[src/rtl/slow_stage_sequencer.sv]
// rtl/slow_stage_sequencer.sv - clock-enable sequencer for the sync/decode/multiply pipeline
module slow_stage_sequencer #(
    parameter int CNT_W  = 4,
    parameter int SCNT_W = 8
) (
    input  logic              i_fast_clk,
    input  logic              i_rst_n,
    input  logic              i_run,
    input  logic [CNT_W-1:0]  i_div_ratio,
    output logic              o_sample_en,
    output logic              o_decode_en,
    output logic              o_mult_en,
    output logic              o_out_valid,
    output logic              o_busy,
    output logic [SCNT_W-1:0] o_result_cnt
);

    localparam logic [1:0] ST_IDLE  = 2'd0;
    localparam logic [1:0] ST_RUN   = 2'd1;
    localparam logic [1:0] ST_DRAIN = 2'd2;

    // Period register is one bit wider than the ratio so P = 2^CNT_W fits.
    localparam logic [CNT_W:0]   PERIOD_RST = (CNT_W+1)'(2);
    localparam logic [CNT_W:0]   PERIOD_ONE = (CNT_W+1)'(1);
    localparam logic [CNT_W-1:0] RATIO_MIN  = CNT_W'(1);
    localparam logic [CNT_W-1:0] CNT_ONE    = CNT_W'(1);
    localparam logic [SCNT_W-1:0] RES_ONE   = SCNT_W'(1);

    logic [1:0]        r_state;
    logic [1:0]        w_state_nxt;
    logic [CNT_W-1:0]  r_div_cnt;
    logic [CNT_W:0]    r_period;
    logic [1:0]        r_v;
    logic              r_sample_en;
    logic              r_decode_en;
    logic              r_mult_en;
    logic              r_out_valid;
    logic              r_busy;
    logic [SCNT_W-1:0] r_result_cnt;

    logic [CNT_W-1:0]  w_ratio_clamped;
    logic [CNT_W:0]    w_period_new;
    logic [CNT_W:0]    w_period_m1;
    logic              w_active;
    logic              w_in_run;
    logic              w_tick;
    logic              w_drained;

    // A ratio of zero would give a one-cycle slot; it is clamped to one.
    assign w_ratio_clamped = (i_div_ratio == '0) ? RATIO_MIN : i_div_ratio;
    assign w_period_new    = {1'b0, w_ratio_clamped} + PERIOD_ONE;
    assign w_period_m1     = r_period - PERIOD_ONE;

    assign w_active = (r_state != ST_IDLE);
    assign w_in_run = (r_state == ST_RUN);
    assign w_tick   = w_active && ({1'b0, r_div_cnt} == w_period_m1);

    // Pipeline is empty once no stage holds data and no strobe or result pulse is still out.
    assign w_drained = (r_v == 2'b00) && !r_decode_en && !r_mult_en && !r_out_valid;

    // Next-state decode for IDLE / RUN / DRAIN.
    always_comb begin
        w_state_nxt = r_state;
        case (r_state)
            ST_IDLE: begin
                if (i_run) begin
                    w_state_nxt = ST_RUN;
                end
            end
            ST_RUN: begin
                if (!i_run) begin
                    w_state_nxt = ST_DRAIN;
                end
            end
            ST_DRAIN: begin
                if (i_run) begin
                    w_state_nxt = ST_RUN;
                end else if (w_drained) begin
                    w_state_nxt = ST_IDLE;
                end
            end
            default: begin
                w_state_nxt = ST_IDLE;
            end
        endcase
    end

    // State register; busy mirrors "not IDLE" without a combinational output path.
    always_ff @(posedge i_fast_clk or negedge i_rst_n) begin
        if (!i_rst_n) begin
            r_state <= ST_IDLE;
            r_busy  <= 1'b0;
        end else begin
            r_state <= w_state_nxt;
            r_busy  <= (w_state_nxt != ST_IDLE);
        end
    end

    // Slot divider: held at zero in IDLE, free-running across RUN and DRAIN so re-entry keeps phase.
    always_ff @(posedge i_fast_clk or negedge i_rst_n) begin
        if (!i_rst_n) begin
            r_div_cnt <= '0;
            r_period  <= PERIOD_RST;
        end else if (r_state == ST_IDLE) begin
            r_div_cnt <= '0;
            if (i_run) begin
                r_period <= w_period_new;
            end
        end else if (w_tick) begin
            r_div_cnt <= '0;
        end else begin
            r_div_cnt <= r_div_cnt + CNT_ONE;
        end
    end

    // Stage strobes and stage-valid tracking, advanced only on slot ticks.
    always_ff @(posedge i_fast_clk or negedge i_rst_n) begin
        if (!i_rst_n) begin
            r_v         <= 2'b00;
            r_sample_en <= 1'b0;
            r_decode_en <= 1'b0;
            r_mult_en   <= 1'b0;
        end else if (w_tick) begin
            r_sample_en <= w_in_run;
            r_decode_en <= r_v[0];
            r_mult_en   <= r_v[1];
            r_v         <= {r_v[0], w_in_run};
        end else begin
            r_sample_en <= 1'b0;
            r_decode_en <= 1'b0;
            r_mult_en   <= 1'b0;
        end
    end

    // Result pulse trails the multiply load by one cycle; count every result, wrapping.
    always_ff @(posedge i_fast_clk or negedge i_rst_n) begin
        if (!i_rst_n) begin
            r_out_valid  <= 1'b0;
            r_result_cnt <= '0;
        end else begin
            r_out_valid <= r_mult_en;
            if (r_out_valid) begin
                r_result_cnt <= r_result_cnt + RES_ONE;
            end
        end
    end

    assign o_sample_en  = r_sample_en;
    assign o_decode_en  = r_decode_en;
    assign o_mult_en    = r_mult_en;
    assign o_out_valid  = r_out_valid;
    assign o_busy       = r_busy;
    assign o_result_cnt = r_result_cnt;

endmodule

[config.mk]
export PLATFORM = sky130hd
export DESIGN_NAME = slow_stage_sequencer
export DESIGN_NICKNAME = d
export VERILOG_FILES = /design/src/rtl/slow_stage_sequencer.sv
export SDC_FILE = /design/constraint.sdc
export NUM_CORES = 1
export LEC_CHECK = 0
export BUFFER_PORTS_ARGS = -buffer_cell sky130_fd_sc_hd__buf_4
export CAP_MARGIN = 20
export CELL_PAD_IN_SITES_DETAIL_PLACEMENT = 0
export CELL_PAD_IN_SITES_GLOBAL_PLACEMENT = 1
export CORE_ASPECT_RATIO = 0.6
export CORE_MARGIN = 10
export CORE_UTILIZATION = 38
export DETAILED_ROUTE_END_ITERATION = 8
export PLACE_DENSITY_LB_ADDON = 0.3
export SLEW_MARGIN = 40
export SYNTH_ARGS = -nofsm -noshare
export SYNTH_HDL_FRONTEND = slang
export SYNTH_SLANG_ARGS = --single-unit
[constraint.sdc]
create_clock -name i_fast_clk -period 1.8 [get_ports i_fast_clk]
set_input_delay 0.45 -clock i_fast_clk [delete_from_list [all_inputs] [get_ports i_fast_clk]]
set_output_delay 0.45 -clock i_fast_clk [all_outputs]
set_load 0.02 [all_outputs]
==> reports/metrics.yaml <==
run_status:
  outcome: "finished with violations"
  violations: "setup timing"
floorplanning:
  core_rows: 15
  die-width_um: 92.4
  floorplan.die_area_sq_um: 5860
  chipHeight_um: 63.4
  core_area_sq_um: 2950
  ios: 20
  start_util_pct: 40.6
power:
  worst_vdd_rail_ir_drop_uv: 550
  cellPowerDensity_nw_per_um2: 1150
  power.static_leakage_uw: 0.000719
routing:
  drc: 0
  num_vias: 830
  dr_iter_0_viols: 43
  wl_cell_um: 13.6
  drtAntennaViolNets: 0
  routed_wirelength_mm: 2.36
  first_pass_iters: 4
  vias_per_cell: 4.77
worst_setup_path:
  timing.critical_path.arrival_ns: 1.99
  worst-path-max-fanout: 6
  timing.critical_path.to_type: "flip-flop"
  worst_setup_path_start_kind: "flip-flop"
  cp.required_ns: 1.96
  timing.reg2reg.worst_path_depth: 6
  worstSetupPathType: "flip-flop to flip-flop"
final_layout:
  antenna_cells_inserted: 0
  multi_input_comb_area_sq_um: 564
  layoutNonFillerInstCount: 174
  fillCellCount: 270
  layout-area-overhead-vs-synth_pct: 26.5
  sequential_cell_area_sq_um: 652
  finalNetCount: 143
  post_route_cells_drive_above_1_share_pct: 32.6
grt:
  global_route.overflow_total: 0
  grt.met3_usage_pct: 2.96
  grt_antenna_before_repair: 0
  gr-usage-all-layers_pct: 8.30
  via_count_of_the_first_global_routing_pass: 782
  global_route.peak_usage_layer: "met2"
  grt_pass1_wl_mm: 3.85
  global_route.usage.met2_pct: 12.4
  grt_use_met1_pct: 10.8
  grt_start_max_net_pins: 27
timing:
  rsz0062_at_grt: "yes"
  report.final.setup_viol: 2
  final-max-slew-violation-count: 0
  timing.final.ws_setup_ns: -0.0294
  normalized_max_slew_margin_pct: 78.6
  worst_slew_pin_slew_ns: 0.321
  finalWorstPathRequiredPeriod_ns: 1.83
  fmax_mhz: 547
  final-hold-violation-count: 0
  finalCritPeriodShare_pct: 102
  skew_ns: 0.00494
synthesis:
  synthDistinctLibCells: 29
  synth.top_cell.area_share_pct: 52.4
  synth-edff-count: 0
  average_instance_area_after_synthesis_sq_um: 11.3
  synthMostInstantiatedCell: "sky130_fd_sc_hd__dfrtp_1"
  syn-instance-count: 106
  postSynthRegisterBits: 26
  synth_flop_cell: "sky130_fd_sc_hd__dfrtp_1"
  synthTopCellsByCount: "25 x sky130_fd_sc_hd__dfrtp_1, 10 x sky130_fd_sc_hd__nor2_1, 10 x sky130_fd_sc_hd__xnor2_1"
  synth.largest_area_cell: "sky130_fd_sc_hd__dfrtp_1"
  yosys_warnings: 0
  ys_async_sr_fraction_pct: 100
  synth_seq_area_share_pct: 54.6
  syn-cell-area_sq_um: 1190
  synth_fp_nets: 116
  netlist_top_cells_area: "sky130_fd_sc_hd__dfrtp_1 52%, sky130_fd_sc_hd__xnor2_1 7.3%, sky130_fd_sc_hd__xor2_1 5.1%"
placement:
  half_perimeter_wire_length_of_the_detailed_placement_result_mm: 1.82
  preCtsSetupSlack_ns: -0.0898
  port-buffer-count: 19
  numPlacedInstances: 170
  gp_congestion: 0.794
clocking:
  tritoncts: "yes"
  htree_levels: 1
  clk-insertion-delay-late_ns: 0.27
  cts_made_buffers: 3
  clkSlewWorstSetupHoldPaths_ns: 0.09
  clockRootBuffer: "sky130_fd_sc_hd__clkbuf_8"
  clkSinkCount: 26
  ctsLongestPathBuffers: 2
  post-cts-setup-buffers: 0
  hold_buffers: 0
hold_path:
  worstHoldPathType: "input port to asynchronous set/reset pin"
run:
  max-cap-violations: 0
[cell families after synthesis]
logic type	synth area share, %
and+or+nand+nor	17.2
muxes	3.46
buffers and inverters	1.88
DFF	54.6
xor gates and xnor gates	12.5
adders and majority gates	3.14
AOI/OAI and AO/OA	7.33
[sequential cells by signal (all words and copies together), names as in the netlist]
| register | cells |
|---|---|
| r_div_cnt | 4 |
| r_v | 2 |
| o_decode_en | 1 |
| o_mult_en | 1 |
| o_out_valid | 1 |
| o_result_cnt | 8 |
| o_sample_en | 1 |
| r_state | 2 |
| r_period | 5 |
| o_busy | 1 |
[routing by layer]
| metal | wire length (um) | up-vias |
|---|---|---|
| met3 | 99 | 2 |
| met4 | 17 | 0 |
| met5 | 0 | - |
| met2 | 1050 | 13 |
| li1 | - | 417 |
| met1 | 1200 | 398 |
[power by group]
part           switching, uW  internal (uW)
sequential               120            693
clock                    174            195
combinational            255            303
total                    549           1190
[repair_timing]
item	CTS	global route
endpoints found under the setup margin	6	6
pin swaps	1	0
resized for setup	4	2
[cells in the final DEF, fill, tap and decap left out, types with 2 or more instances in the layout]
| cell | n |
|---|---|
| sky130_fd_sc_hd__dfrtp_1 | 25 |
| sky130_fd_sc_hd__buf_4 | 24 |
| sky130_fd_sc_hd__nor2_1 | 10 |
| sky130_fd_sc_hd__xnor2_1 | 10 |
| sky130_fd_sc_hd__nand2_1 | 8 |
| sky130_fd_sc_hd__xor2_1 | 7 |
| sky130_fd_sc_hd__nand3_1 | 6 |
| sky130_fd_sc_hd__o21ai_0 | 4 |
| sky130_fd_sc_hd__clkbuf_8 | 4 |
| sky130_fd_sc_hd__nor3_1 | 3 |
| sky130_fd_sc_hd__nor3_2 | 3 |
| sky130_fd_sc_hd__and2_2 | 3 |
| sky130_fd_sc_hd__a22o_1 | 2 |
| sky130_fd_sc_hd__mux2_4 | 2 |
| sky130_fd_sc_hd__nand4_1 | 2 |
| sky130_fd_sc_hd__ha_1 | 2 |
[metrics by stage]
stage	utilization [%]	power [uW]	hold WS [ns]	cell area, sq um	setup TNS [ns]
6_report	51.3	1740	0.0703	1510	-0.0549
5_1_grt	51.3	1870	0.0804	1510	-0.469
4_1_cts	51.0	1750	0.0772	1500	-0.0617
3_5_place_dp	48.4	1350	0.377	1430	-0.424
3_3_place_gp	48.4	1330	0.372	1430	-0.0771
2_1_floorplan	-	1160	0.154	1210	-0.0995
[path summary, 6_finish.rpt]
path                                         startpoint                           to  slack (ns)
min in group i_fast_clk                           i_run         r_state[1]$_DFF_PN0_        0.36
worst min-delay path                            i_rst_n  o_result_cnt[0]$_DFFE_PN0P_        0.07
max in group asynchronous                       i_rst_n      r_period[1]$_DFFE_PN1P_        1.44
worst max-delay path            r_period[1]$_DFFE_PN1P_           r_v[1]$_DFFE_PN0P_       -0.03
worst min register to register      o_mult_en$_DFF_PN0_        o_out_valid$_DFF_PN0_        0.42
worst max register to register  r_period[1]$_DFFE_PN1P_           r_v[1]$_DFFE_PN0P_       -0.03
[area by class of cell]
type                            count  area share, %
Clock buffer                        4           3.64
Inverter                            2          0.497
Multi-Input combinational cell     76           37.3
Sequential cell                    26           43.1
Tap cell                           42           3.48
Timing Repair Buffer               24           11.9
[critical path, stage by stage, from the launching register on]
cell and delay [ns]:
sky130_fd_sc_hd__dfstp_2 0.54, sky130_fd_sc_hd__inv_2 0.04, sky130_fd_sc_hd__ha_4 0.15, sky130_fd_sc_hd__and4bb_1 0.20, sky130_fd_sc_hd__a22o_1 0.22, sky130_fd_sc_hd__o211a_4 0.26, sky130_fd_sc_hd__mux2_4 0.30
Power figures use the tool's default switching activity.
